$ cat src/rtl/dot_product_feeder_pkg.sv
// rtl/dot_product_feeder_pkg.sv - shared sizes and FSM state type for the dot-product feeder
package dot_product_feeder_pkg;

  // Defaults shared with the dot-product top.
  localparam int N_DEF     = 8;              // integer width (bits)
  localparam int M_DEF     = 8;              // parallel multiplies per vector
  localparam int A_DEF     = 10;             // BRAM address bits
  localparam int R_DEF     = 16;             // repetition-count width
  localparam int VEC_W_DEF = M_DEF * N_DEF;  // packed vector width

  typedef enum logic [1:0] {
    ST_IDLE    = 2'd0,
    ST_LOAD    = 2'd1,
    ST_COMPUTE = 2'd2
  } state_t;

endpackage

$ cat src/rtl/dot_product_feeder_cnt.sv
// rtl/dot_product_feeder_cnt.sv - loadable up-counter with terminal-count flag and wrap to zero
module dot_product_feeder_cnt #(
  parameter int W = 8
) (
  input  logic         i_clk,
  input  logic         i_reset,
  input  logic         i_load,
  input  logic [W-1:0] i_load_val,
  input  logic         i_en,
  input  logic [W-1:0] i_term,
  output logic [W-1:0] o_count,
  output logic         o_tc
);

  logic [W-1:0] count_q;

  assign o_count = count_q;
  assign o_tc    = (count_q == i_term);

  // Load has priority; an enabled count at the terminal value wraps to zero.
  always_ff @(posedge i_clk) begin
    if (i_reset) begin
      count_q <= '0;
    end else if (i_load) begin
      count_q <= i_load_val;
    end else if (i_en) begin
      count_q <= o_tc ? '0 : count_q + W'(1);
    end
  end

endmodule

$ cat src/rtl/dot_product_feeder.sv
// rtl/dot_product_feeder.sv - B-load / A-compute sequencer feeding the 8x8 dot-product stage (option: DOT_PRODUCT_FEEDER_BUBBLE_COUNT_EN)
module dot_product_feeder
  import dot_product_feeder_pkg::*;
#(
  parameter int N = N_DEF,
  parameter int M = M_DEF,
  parameter int A = A_DEF,
  parameter int R = R_DEF
) (
  input  logic           i_clk,
  input  logic           i_reset,
  input  logic           i_start,
  input  logic [A:0]     i_len,
  input  logic [R-1:0]   i_reps,
  input  logic [M*N-1:0] i_b_data,
  input  logic           i_b_valid,
  output logic           o_b_ready,
  input  logic [M*N-1:0] i_a_data,
  input  logic           i_a_valid,
  output logic           o_a_ready,
  output logic [M*N-1:0] o_b,
  output logic [A-1:0]   o_b_addr,
  output logic           o_wren,
  output logic [M*N-1:0] o_a,
  output logic           o_first,
  output logic           o_last,
`ifdef DOT_PRODUCT_FEEDER_BUBBLE_COUNT_EN
  output logic [15:0]    o_bubbles,
`endif
  output logic           o_busy,
  output logic           o_done
);

  localparam int VW = M * N;
  localparam logic [A:0] MAX_LEN = {1'b1, {A{1'b0}}};

  state_t         state_q, state_d;
  logic [A-1:0]   len_m1_q;
  logic [R-1:0]   reps_m1_q;
  logic [VW-1:0]  b_q, b_d, a_q, a_d;
  logic [A-1:0]   addr_q, addr_d;
  logic           wren_q, wren_d, first_q, first_d, last_q, last_d, done_q, done_d;

  logic           start_ok, idx_load, idx_en, rep_en;
  logic [A-1:0]   idx;
  logic           idx_tc, rep_tc;
  logic [R-1:0]   rep_cnt;
  logic           len_ok, reps_ok, b_fire, a_fire;

  assign len_ok  = (i_len != '0) && (i_len <= MAX_LEN);
  assign reps_ok = (i_reps != '0);
  assign b_fire  = i_b_valid && o_b_ready;
  assign a_fire  = i_a_valid && o_a_ready;

  assign o_b_ready = (state_q == ST_LOAD);
  assign o_a_ready = (state_q == ST_COMPUTE);
  assign o_busy    = (state_q != ST_IDLE);
  assign o_b       = b_q;
  assign o_b_addr  = addr_q;
  assign o_wren    = wren_q;
  assign o_a       = a_q;
  assign o_first   = first_q;
  assign o_last    = last_q;
  assign o_done    = done_q;

  // Load/compute beat index; terminal count marks the last element of a dot product.
  dot_product_feeder_cnt #(.W(A)) u_idx_cnt (
    .i_clk      (i_clk),
    .i_reset    (i_reset),
    .i_load     (idx_load),
    .i_load_val ({A{1'b0}}),
    .i_en       (idx_en),
    .i_term     (len_m1_q),
    .o_count    (idx),
    .o_tc       (idx_tc)
  );

  // Repetition counter; terminal count marks the final dot product.
  dot_product_feeder_cnt #(.W(R)) u_rep_cnt (
    .i_clk      (i_clk),
    .i_reset    (i_reset),
    .i_load     (idx_load),
    .i_load_val ({R{1'b0}}),
    .i_en       (rep_en),
    .i_term     (reps_m1_q),
    .o_count    (rep_cnt),
    .o_tc       (rep_tc)
  );

  // State register.
  always_ff @(posedge i_clk) begin
    if (i_reset) state_q <= ST_IDLE;
    else         state_q <= state_d;
  end

  // Next state plus next values of every registered downstream output.
  always_comb begin
    state_d  = state_q;
    start_ok = 1'b0;
    idx_load = 1'b0;
    idx_en   = 1'b0;
    rep_en   = 1'b0;
    b_d      = b_q;
    addr_d   = addr_q;
    wren_d   = 1'b0;
    a_d      = '0;     // bubbles and idle cycles feed a zero vector
    first_d  = 1'b0;
    last_d   = 1'b0;
    done_d   = 1'b0;
    case (state_q)
      ST_IDLE: begin
        if (i_start && len_ok && reps_ok) begin
          start_ok = 1'b1;
          idx_load = 1'b1;
          state_d  = ST_LOAD;
        end
      end
      ST_LOAD: begin
        if (b_fire) begin
          b_d    = i_b_data;
          addr_d = idx;
          wren_d = 1'b1;
          idx_en = 1'b1;
          if (idx_tc) state_d = ST_COMPUTE;
        end
      end
      ST_COMPUTE: begin
        if (a_fire) begin
          a_d     = i_a_data;
          addr_d  = idx;
          first_d = (idx == '0);
          last_d  = idx_tc;
          idx_en  = 1'b1;
          if (idx_tc) begin
            rep_en = 1'b1;
            if (rep_tc) begin
              done_d  = 1'b1;
              state_d = ST_IDLE;
            end
          end
        end
      end
      default: state_d = ST_IDLE;
    endcase
  end

  // Output registers and the length/repetition terms latched on an accepted start.
  always_ff @(posedge i_clk) begin
    if (i_reset) begin
      len_m1_q  <= '0;
      reps_m1_q <= '0;
      b_q       <= '0;
      addr_q    <= '0;
      wren_q    <= 1'b0;
      a_q       <= '0;
      first_q   <= 1'b0;
      last_q    <= 1'b0;
      done_q    <= 1'b0;
    end else begin
      if (start_ok) begin
        // len==2^A has zero low bits, so len-1 wraps to all ones in A bits.
        len_m1_q  <= i_len[A-1:0] - A'(1);
        reps_m1_q <= i_reps - R'(1);
      end
      b_q     <= b_d;
      addr_q  <= addr_d;
      wren_q  <= wren_d;
      a_q     <= a_d;
      first_q <= first_d;
      last_q  <= last_d;
      done_q  <= done_d;
    end
  end

`ifdef DOT_PRODUCT_FEEDER_BUBBLE_COUNT_EN
  logic [15:0] bubbles_q;
  logic        bubble;

  assign bubble    = (state_q == ST_COMPUTE) && !a_fire && (idx != '0);
  assign o_bubbles = bubbles_q;

  // Saturating count of zero-stuffed cycles inside a dot product.
  always_ff @(posedge i_clk) begin
    if (i_reset || start_ok) bubbles_q <= '0;
    else if (bubble && (bubbles_q != 16'hFFFF)) bubbles_q <= bubbles_q + 16'd1;
  end
`endif

endmodule
$ cat config.mk
export PLATFORM = sky130hd
export DESIGN_NAME = dot_product_feeder
export DESIGN_NICKNAME = d
export VERILOG_FILES = /design/src/rtl/dot_product_feeder_pkg.sv /design/src/rtl/dot_product_feeder_cnt.sv /design/src/rtl/dot_product_feeder.sv
export SDC_FILE = /design/constraint.sdc
export NUM_CORES = 1
export LEC_CHECK = 0
export ABC_AREA = 1
export BUFFER_PORTS_ARGS = -buffer_cell sky130_fd_sc_hd__clkbuf_2
export CAP_MARGIN = 20
export CELL_PAD_IN_SITES_DETAIL_PLACEMENT = 1
export CELL_PAD_IN_SITES_GLOBAL_PLACEMENT = 1
export CORE_ASPECT_RATIO = 0.75
export CORE_MARGIN = 2
export CORE_UTILIZATION = 31
export DETAILED_ROUTE_END_ITERATION = 8
export PLACE_DENSITY = 0.75
export SETUP_SLACK_MARGIN = 0.2
export SLEW_MARGIN = 10
export SYNTH_ARGS = -nofsm -noshare
export SYNTH_HDL_FRONTEND = slang
export SYNTH_SLANG_ARGS = --single-unit
$ cat constraint.sdc
create_clock -name i_clk -period 1.6 [get_ports i_clk]
set_input_delay 0.32 -clock i_clk [delete_from_list [all_inputs] [get_ports i_clk]]
set_output_delay 0.32 -clock i_clk [all_outputs]
set_load 0.005 [all_outputs]
==> flow_metrics.tcl <==
set metrics [dict create \
    clock_latency_ns 0.44 \
    synth_edf_count 0 \
    drive_gt1_share_pct 53.7 \
    drcViolationCount 0 \
    met3_usage_pct 4.59 \
    crit_path_cell_trace "inv_4 > ha_4 > a21boi_4 > nand4_1 > nor3_2 > nand4_1 > a21oi_1" \
    cp_max_fo 3 \
    core_sq_um 25000 \
    crit_path_end_kind "flip-flop" \
    synth.net_count 1214 \
    yosysMostFrequentCell "nor2_1" \
    max_freq_mhz 554 \
    numPortBuffers 304 \
    tritoncts "yes" \
    finalSetupViolations 31 \
    status "complete, but fails checks" \
    reg2reg_depth 7 \
    ys_seq_area_share_pct 49.5 \
    grt_pass1_wl_mm 45.8 \
    grt_pass1_vias 8671 \
    dp_hpwl_mm 21.7 \
    synth_top_area_share_pct 49.5 \
    cp_common_cell "nand4_1" \
    arrival_ns 2.17 \
    cts.sinks 196 \
    die_width_microns 189 \
    wl_per_cell_microns 17.7 \
    hold_depth 3 \
    use_met1_pct 27.1 \
    antennaDiodeCount 0 \
    cap_violations 0 \
    gr-usage-met2_pct 38.4 \
    pin_count 305 \
    cts-root-buf "clkbuf_16" \
    num_vias 8609 \
    clock_skew_ns 0.0128 \
    holdCritPathClass "input port to flip-flop" \
    synth_area_leaders "dfxtp_1 50%, nor2_1 12%, o21ai_0 6.3%" \
    hold_buffers 0 \
    initial_core_util_pct 31.7 \
    period_minus_slack_ns 1.80 \
    die_y_microns 142 \
    hold_viol 0 \
    rows 50 \
    synth.largest_area_cell "dfxtp_1" \
    slowest_delay_ns 0.39 \
    synth_cell_type_count 36 \
    synth_common_cells "258 x nor2_1, 196 x dfxtp_1, 124 x nand2_1" \
    p_per_area_nw_per_um2 1240 \
    synth-seq-cells 196 \
    grt_max_degree 52 \
    rsz0062_at_grt "true" \
    top_usage_layer "met2" \
    final_cells 1851 \
    leakage_nw 6.36 \
    synth_flop_cell "dfxtp_1" \
    viasPerCell 4.65 \
    grt_overflow 0 \
    final.setup.worst_slack_ns -0.204 \
    antenna_found_initial 1 \
    final_nets 1671 \
    postSynthAreaPerCell_sq_um 7.60 \
    path_clk_slew_ns 0.08 \
    drtAntennaViolNets 0 \
    period_share_pct 113 \
    required_ns 1.96 \
    dieArea_sq_um 26900 \
    numCtsBuffers 17 \
    ir_drop_mv 0.973 \
    syn_inst 1043 \
    htree_levels 4 \
    hold-worst-slack_ns 0.0630 \
    grt_usage_pct 21.9 \
    synth_warnings 0 \
    syn_to_final_growth_pct 69.8 \
    clock_path_buffers 2 \
    place.gp.congestion 0.858 \
    post-place-cells 1769 \
    fin_util_pct 53.8 \
    first_iter_violations 259 \
    critPathKind "flip-flop to flip-flop" \
    violations "negative setup slack" \
    drt-total-wl_mm 32.8 \
    relSlewSlack_pct 68.4 \
    first_pass_iters 6 \
    power_mw 16.7 \
    slowest_stage "dfxtp_4" \
    num-fill-cells 3013 \
    drv_slew 0 \
    syn-cell-area_sq_um 7930 \
    worstMarginPinSlew_ns 0.474 \
    startpoint_type "flip-flop" \
    synth-async-reset-ratio_pct 0 \
]
path summary, 6_finish.rpt:
path         slack, ns    startpoint              endpoint
min reg2reg       0.50  reps_m1_q[3]          reps_m1_q[3]
max              -0.20    state_q[0]  u_idx_cnt.o_count[8]
min               0.06  i_a_data[39]               o_a[39]
max reg2reg      -0.20    state_q[0]  u_idx_cnt.o_count[8]
final cells by class:
cell class	count	area [sq um]	area share [%]
Multi-Input combinational cell	672	4560	33.9
Clock inverter	12	125	0.930
Clock buffer	20	447	3.32
Inverter	136	593	4.41
Timing Repair Buffer	477	3320	24.7
Tap cell	338	423	3.14
Sequential cell	196	3980	29.6
placed cells by master (no fill, tap or decap), types with 6 or more instances in the layout:
master,count
inv_1,106
nand2_4,7
dfxtp_2,15
nand3_1,15
ha_4,6
o21ai_0,12
o21ai_4,7
xor2_1,23
nand3_2,9
xor2_2,9
nor2_2,30
buf_12,8
nor2_4,77
a21oi_2,24
clkbuf_16,20
clkbuf_2,301
nor2_1,165
nand2_1,96
buf_4,124
o21ai_2,29
buf_16,11
a21oi_1,21
inv_2,18
dfxtp_4,10
nand4_1,12
inv_4,8
buf_6,25
xnor2_1,15
o21ai_1,53
dfxtp_1,171
nand2_2,32
power breakdown:
| part | switching [mW] | leakage [nW] | internal [mW] |
|---|---|---|---|
| sequential | 0.585 | 1.61 | 5.52 |
| clock | 2.01 | 0.272 | 2.22 |
| combinational | 3.26 | 4.48 | 3.09 |
| total | 5.86 | 6.36 | 10.8 |
what timing repair did:
action,4_1_cts,5_1_grt
endpoints found under the hold margin,0,0
buffers inserted,22,14
gates cloned,11,3
endpoints found under the setup margin,182,196
resized for setup,161,277
pin swaps,36,42
worst max-delay path: cells and delay by family (launching register included):
family                     cells  cell delay, ns
adders and majority gates      1            0.25
DFF                            1            0.39
buffers and inverters          1            0.06
and+or+nand+nor                3            0.65
AOI/OAI and AO/OA              2            0.38
routing by layer:
layer | routed length (microns) | vias to the layer above
met3 | 1560 | 52
li1 | - | 4135
met4 | 708 | 2
met5 | 13 | -
met2 | 16800 | 234
met1 | 13700 | 4186
per-stage QoR:
stage / setup slack [ns] / cell area, sq um / setup TNS [ns]
final: -0.204 / 13500 / -4.02
after global placement: -0.179 / 10900 / -8.91
after detailed placement: -0.244 / 10900 / -12.47
after global routing: -0.287 / 13500 / -6.77
after CTS: -0.138 / 12300 / -1.73
after floorplan: -0.00288 / 8180 / -0.00501
kinds of logic (layout without fill, tap and decap cells):
logic type / after synthesis / after routing / share of synthesized area [%]
and+or+nand+nor: 464 / 464 / 24.9
buffers and inverters: 175 / 645 / 8.76
adders and majority gates: 11 / 11 / 1.74
AOI/OAI and AO/OA: 150 / 150 / 9.87
xor gates and xnor gates: 47 / 47 / 5.19
DFF: 196 / 196 / 49.5
sequential cells by signal, indices dropped and copies added (netlist names), 2 cells and up:
register,flops
state_q,2
reps_m1_q,16
len_m1_q,10
u_idx_cnt.o_count,10
o_a,64
u_rep_cnt.o_count,16
o_b_addr,10
o_b,64
Note: power is estimated with default switching activity, not from simulation.
